File: config.mk
export PLATFORM = sky130hd
export DESIGN_NAME = onehot_arb_mux
export DESIGN_NICKNAME = d
export VERILOG_FILES = /design/src/rtl/onehot_arb_mux.sv
export SDC_FILE = /design/constraint.sdc
export NUM_CORES = 1
export LEC_CHECK = 0
export CAP_MARGIN = 5
export CORE_UTILIZATION = 45
export CTS_CLUSTER_DIAMETER = 100
export DETAILED_ROUTE_END_ITERATION = 16
export GPL_TIMING_DRIVEN = 0
export HOLD_SLACK_MARGIN = 0.1
export PLACE_DENSITY_LB_ADDON = 0.12
export SETUP_SLACK_MARGIN = 0.2
export SLEW_MARGIN = 0
export SYNTH_ARGS = -nofsm -noshare
export SYNTH_HDL_FRONTEND = slang
export SYNTH_SLANG_ARGS = --single-unit
File: constraint.sdc
create_clock -name clk -period 7.82 [get_ports clk]
set_input_delay 1.564 -clock clk [delete_from_list [all_inputs] [get_ports clk]]
set_output_delay 1.564 -clock clk [all_outputs]
set_load 0.02 [all_outputs]
File: src/rtl/onehot_arb_mux.sv
// onehot_arb_mux
//   N-channel valid/ready multiplexer with a single registered output entry.
//   mode=0: round-robin arbitration starting at an internal pointer.
//   mode=1: fixed one-hot select. A zero or multi-hot select grants nothing
//           and bumps a saturating error counter.
// Ports:
//   clk, rst     : clock, synchronous active-high reset
//   mode, sel    : arbitration mode and one-hot select (sel used only when mode=1)
//   in_valid     : per-channel valid
//   in_data      : channel i at [i*W +: W]
//   in_ready     : per-channel accept (combinational)
//   out_valid    : out_data holds a valid word
//   out_ready    : downstream accept
//   out_data     : registered selected word
//   out_sel      : registered one-hot source of out_data
//   sel_err_cnt  : saturating count of invalid-select cycles
module onehot_arb_mux #(
  parameter int N  = 4,
  parameter int W  = 4,
  parameter int CW = 8
) (
  input  logic           clk,
  input  logic           rst,
  input  logic           mode,
  input  logic [N-1:0]   sel,
  input  logic [N-1:0]   in_valid,
  input  logic [N*W-1:0] in_data,
  output logic [N-1:0]   in_ready,
  output logic           out_valid,
  input  logic           out_ready,
  output logic [W-1:0]   out_data,
  output logic [N-1:0]   out_sel,
  output logic [CW-1:0]  sel_err_cnt
);

  localparam int          PW = $clog2(N);
  localparam int unsigned NU = N;

  logic [PW-1:0] ptr;
  logic [PW-1:0] idx;
  logic [PW-1:0] nptr;
  logic          found;
  logic          sel_ok;
  logic          load_en;
  logic [N-1:0]  grant;
  logic [N-1:0]  xfer;
  logic [W-1:0]  xdata;

  assign load_en = !out_valid || out_ready;
  assign sel_ok  = $onehot(sel);

  // Grant: at most one bit. Round-robin scans channels ptr, ptr+1, ... wrapping.
  always_comb begin
    grant = '0;
    found = 1'b0;
    idx   = '0;
    if (mode) begin
      if (sel_ok) grant = sel & in_valid;
    end else begin
      for (int unsigned k = 0; k < NU; k++) begin
        idx = PW'((32'(ptr) + k) % NU);
        if (!found && in_valid[idx]) begin
          grant[idx] = 1'b1;
          found      = 1'b1;
        end
      end
    end
  end

  assign in_ready = rst ? '0 : (grant & {N{load_en}});
  assign xfer     = in_valid & in_ready;

  // xfer is one-hot or zero, so at most one iteration matches.
  always_comb begin
    xdata = '0;
    nptr  = '0;
    for (int unsigned i = 0; i < NU; i++) begin
      if (xfer[i]) begin
        xdata = in_data[i*W +: W];
        nptr  = PW'((i + 1) % NU);
      end
    end
  end

  always_ff @(posedge clk) begin
    if (rst) begin
      out_valid   <= 1'b0;
      out_data    <= '0;
      out_sel     <= '0;
      ptr         <= '0;
      sel_err_cnt <= '0;
    end else begin
      if (load_en) begin
        if (|xfer) begin
          out_valid <= 1'b1;
          out_data  <= xdata;
          out_sel   <= xfer;
          // Fixed-select transfers leave the round-robin pointer alone.
          if (!mode) ptr <= nptr;
        end else begin
          out_valid <= 1'b0;
        end
      end
      if (mode && !sel_ok && (sel_err_cnt != '1))
        sel_err_cnt <= sel_err_cnt + CW'(1);
    end
  end

endmodule

# [Word level (Yosys, flattened, before mapping)]
# Index checks and enable logic that the tools add are counted.
# W data, S select, Z words.
[classes] add_sub_neg=7 order_cmp=8 n_eq_ne=2 muxes=41 bitwise=7 n_reduce_logical=18
[op_table] operator="$mux W4" count=14
[op_table] operator="$mux W1" count=16
[op_table] operator="$and A4 B4 Y4" count=3
[op_table] operator="$lt A2 B3 Y1 const B" count=4
[op_table] operator="$or A4 B4 Y4" count=3
[op_table] operator="$logic_and A1 B1 Y1" count=9
[op_table] operator="$add A8 B1 Y8 const B" count=1
[op_table] operator="$bmux W1 S2" count=4
[op_table] operator="$demux W1 S2" count=4
[op_table] operator="$ge A2 B1 Y1 const B" count=4
[op_table] operator="$ne A8 B8 Y1 const B" count=1
[op_table] operator="$mux W2" count=3
[op_table] operator="$logic_not A1 Y1" count=5
[op_table] operator="$add A1 B1 Y2" count=2
[op_table] operator="$add A2 B2 Y2 const B" count=2
[op_table] operator="$reduce_or A4 Y1" count=1
[op_table] operator="$add A2 B2 Y3" count=1
[op_table] operator="$eq A3 B1 Y1 const B" count=1
[op_table] operator="$reduce_and A3 Y1" count=1
[op_table] operator="$add A2 B1 Y2 const B" count=1
[op_table] operator="$reduce_and A2 Y1" count=1
[op_table] operator="$logic_or A1 B1 Y1" count=1
[op_table] operator="$not A1 Y1" count=1
[word_totals] regBits=19 in_bits=28 out_inout_bits=21 wordCells=88

# [Depth between registers and ports, before layout]
[logic_depth] depth_word=23 mapped_depth=12 mapped_depth_nobuf=12

# [Least setup slack after synthesis]
# Ideal clock, no wire load.
[synth_timing] path_type="input to output" startpoint="in sel[0]" endpoint="out in_ready[1]" arrival_ns=4.050 t_required_ns=6.256 setup_slack_ns=2.206 stages=9 n_path_buf=0 path_cell_list="inv_1 -> fa_1 -> inv_1 -> ha_1 -> ha_1 -> or3b_1 -> a211oi_2 -> a21boi_1 -> o31a_1"
[synth_via] elab_chain_len=7
[synth_rtl] element="start: declaration" line_no="25" source="input logic [N-1:0] sel,"
[synth_rtl] element="$add A1 B1 Y2 (not written as such)" line_no="50" source="assign sel_ok = $onehot(sel);"
[synth_rtl] element="$add A2 B2 Y3 (not written as such)" line_no="50"
[synth_rtl] element="$eq A3 B1 Y1" line_no="50"
[synth_rtl] element="$mux W4" line_no="58" source="if (sel_ok) grant = sel & in_valid;"
[synth_rtl] element="$mux W4" line_no="57" source="if (mode) begin"
[synth_rtl] element="$and A4 B4 Y4" line_no="70" source="assign in_ready = rst ? '0 : (grant & {N{load_en}});"
[synth_rtl] element="$mux W4" line_no="70"
[synth_rtl] element="end: declaration" line_no="28" source="output logic [N-1:0] in_ready,"
# Every way passes these cells.

# [Worst setup path after layout]
# Same ends and word-level chain as after synthesis.

==> qor.log <==
INFO  layout         flow.area_growth_from_synthesis=34.0%
INFO  sta            report.final.hold_viol_count=0
INFO  placed_design  dp_cells=270
INFO  power          clock_power_share=0.192
INFO  sta            grt_setup_unrepaired=false
INFO  worst_setup_path timing_worst_setup_path_type=primary input to output pin
INFO  status         run_status=finished, final reports clean
INFO  synth          mean_syn_cell_area=8.81squm
INFO  clock_tree     post-cts-setup-buffer-count=0
INFO  sta            slew_at_the_pin_with_the_worst_max_slew_slack=0.554ns
INFO  routing        post_drt_wl_per_cell=14.6microns
INFO  power          sequential_share_of_power=0.415
INFO  routing        remaining_number_of_nets_flagged_by_the_antenna_check_after_routing=0
INFO  sta            skew=0.00859ns
INFO  synth          postSynthCellCount=179
INFO  layout         layout.cells.most_common=sky130_fd_sc_hd__clkdlybuf4s50_1
INFO  worst_setup_path crit_arrival=5.39ns
INFO  sta            fmax=0.144GHz
INFO  clock_tree     clock_tree_from_tritoncts=built
INFO  clock_tree     clk_latency=0.31ns
INFO  synth          yosys_warnings=0
INFO  routing        drc=0
INFO  grt            grt_remaining_overflow=0
INFO  synth          synth.ff_latch_count=19
INFO  power          power_density=127nW/um^2
INFO  clock_tree     postCtsHoldBufs=0
INFO  layout         most-common-layout-cells=45 x sky130_fd_sc_hd__clkdlybuf4s50_1, 21 x sky130_fd_sc_hd__inv_1, 19 x sky130_fd_sc_hd__nor2_1, 19 x sky130_fd_sc_hd__dfxtp_1
INFO  layout         insertedDiodeCount=0
INFO  worst_setup_path timing.critical_path.to_type=output pin
INFO  floorplanning  fp.dieArea=3740squm
INFO  power          power_report.internal_total=0.175mW
INFO  floorplanning  initial_core_util=0.472
INFO  routing        dr_total_vias=1,544
INFO  clock_tree     cell_chosen_for_the_clock_root=sky130_fd_sc_hd__clkbuf_4
INFO  sta            setup_violations=0
INFO  floorplanning  dieHeight=61.2microns
INFO  floorplanning  fp.coreArea=3340squm
INFO  synth          synth.net_count=219
INFO  sta            final_min_period_over_clock_period=0.889
INFO  worst_setup_path critical_path_peak_fanout=7
INFO  worst_setup_path worst_setup_path_startpoint=sel[0]
INFO  clock_tree     max-clock-path-buffers=2
INFO  floorplanning  floorplan.die.width=61.2microns
INFO  placed_design  globalplace.congestion=0.918
INFO  worst_setup_path data_required_time_at_the_worst_endpoint=6.26ns
INFO  synth          async_flop_share=0
INFO  worst_setup_path critical_path.startpoint_type=primary input
INFO  clock_tree     cts_htree_levels=1
INFO  power          power_switching=0.0934mW
INFO  floorplanning  floorplan.rows=21
INFO  routing        firstDrtPassIters=4
INFO  sta            whs=0.485ns
INFO  grt            first_global_vias=1,404
INFO  synth          netlist-cell-type-count=52
INFO  sta            timing.final.crit_period=6.95ns
INFO  grt            grt.met1_usage=0.279
INFO  grt            grt_start_max_net_pins=12
INFO  power          p_leak=0.813nW
INFO  synth          synth_flop_cell=sky130_fd_sc_hd__dfxtp_1
INFO  clock_tree     clock_sinks=19
INFO  layout         non_filler_instance_count_after_layout=274
INFO  routing        drt_via_density=5.64
INFO  worst_setup_path critical_path.reg2reg.startpoint=ptr[0]
INFO  sta            maxSlewViolCount=0
INFO  routing        initialDrtViolationCount=38
INFO  sta            tns=0ns
INFO  power          peakVddDrop=0.0000879V
INFO  floorplanning  boundaryPins=49
INFO  routing        finalWirelength=4010microns
INFO  clock_tree     ctsResizeCount=0
INFO  grt            grt_use_met2=0.388
INFO  flow_run       maxCapViolCount=0
INFO  grt            met3_usage=0.0462
INFO  placed_design  dp_hpwl=3120microns
INFO  power          sw_frac_of_total=0.348
INFO  synth          synth-edff-count=0
INFO  layout         drive_gt1_frac=0.114
INFO  placed_design  io_buffer_count=45
INFO  grt            grtUsageTotal=0.227
INFO  power          share_comb_of_total_power=0.393
INFO  sta            slew-limit-headroom=0.627
INFO  grt            antenna_found_initial=0
INFO  clock_tree     tritoncts.num_buffers=3
INFO  layout         number_of_nets_in_the_layout=269
INFO  grt            grt_pass1_wl=6270microns
INFO  clock_tree     path_clk_slew=0.12ns
INFO  grt            gr-max-usage-layer=met2
INFO  min_path       min-delay-start=out_data[3]
INFO  layout         layout.core_utilization=0.633
INFO  min_path       holdCritPathClass=flop to flop
INFO  power          total_power=0.268mW
INFO  synth          mappedNetlistArea=1580squm
INFO  synth          ys_seq_area_frac=0.241
==> final timing paths <==
kind	to	slack (ns)	cells past startpoint
worst max-delay path	in_ready[1]	0.87	11
worst min-delay path	out_data[3]	0.49	2
worst max register to register	out_data[3]	4.49	9
worst min register to register	out_data[3]	0.49	2
==> per-layer routing <==
metal	routed length [microns]	share of wire
met5	0	0
met4	69	0.017
met3	219	0.055
met2	1920	0.48
met1	1810	0.45
==> logic make-up after synthesis <==
| group | share of synthesized area |
|---|---|
| buf+inv | 0.0738 |
| compound gates | 0.305 |
| flops | 0.241 |
| simple gates | 0.192 |
| fa+ha+maj | 0.100 |
| xor+xnor | 0.0333 |
| mux | 0.0548 |
==> synthesized netlist by cell type (all sizes together) (4+ instances only) <==
cell type	count	area, sq um
inv	21	78.8
dfxtp	19	380
xor2	4	35.0
nand3	4	20.0
ha	11	138
nor2b	4	25.0
o21ai	7	35.0
nor2	20	77.6
a21oi	6	30.0
nand2	11	41.3
a221oi	5	68.8
a31oi	6	56.3
o32ai	4	35.0
o31ai	5	51.3
and3	5	41.3
==> flip-flops by register name, summed over array words and instances (netlist names) <==
signal / count
sel_err_cnt: 8
ptr: 2
out_data: 4
out_valid: 1
out_sel: 4
==> worst max-delay path, cell delays in order <==
cell and delay (ns):
sky130_fd_sc_hd__clkdlybuf4s50_1 0.52, sky130_fd_sc_hd__inv_1 0.08, sky130_fd_sc_hd__fa_1 0.53, sky130_fd_sc_hd__inv_1 0.04
sky130_fd_sc_hd__ha_1 0.17, sky130_fd_sc_hd__ha_1 0.26, sky130_fd_sc_hd__or3b_1 0.45, sky130_fd_sc_hd__a211oi_2 0.53
sky130_fd_sc_hd__a21boi_1 0.39, sky130_fd_sc_hd__o31a_1 0.23, sky130_fd_sc_hd__clkdlybuf4s50_1 0.62
==> final cells by class <==
cell class	instances	area, sq um
Buffer	6	37.5
Clock buffer	3	22.5
Clock inverter	1	5.00
Fill cell	321	1220
Inverter	21	78.8
Multi-Input combinational cell	133	1080
Sequential cell	19	380
Tap cell	46	57.6
Timing Repair Buffer	45	450
==> power by group through the flow <==
stage | registers (mW) | logic, mW | clock network [mW]
finish | 0.111 | 0.106 | 0.0514
global route | 0.112 | 0.116 | 0.0577
CTS | 0.111 | 0.106 | 0.0541
detailed placement | 0.113 | 0.105 | 0
global placement | 0.113 | 0.102 | 0
floorplan | 0.122 | 0.0525 | 0
==> stage by stage <==
step / instance area [sq um] / setup slack, ns
finish: 2110 / 0.871
global route: 2110 / 0.698
CTS: 2110 / 0.850
detailed placement: 2080 / 0.873
global placement: 2080 / 0.906
floorplan: 1580 / 2.21
Note: power is estimated with default switching activity, not from simulation.
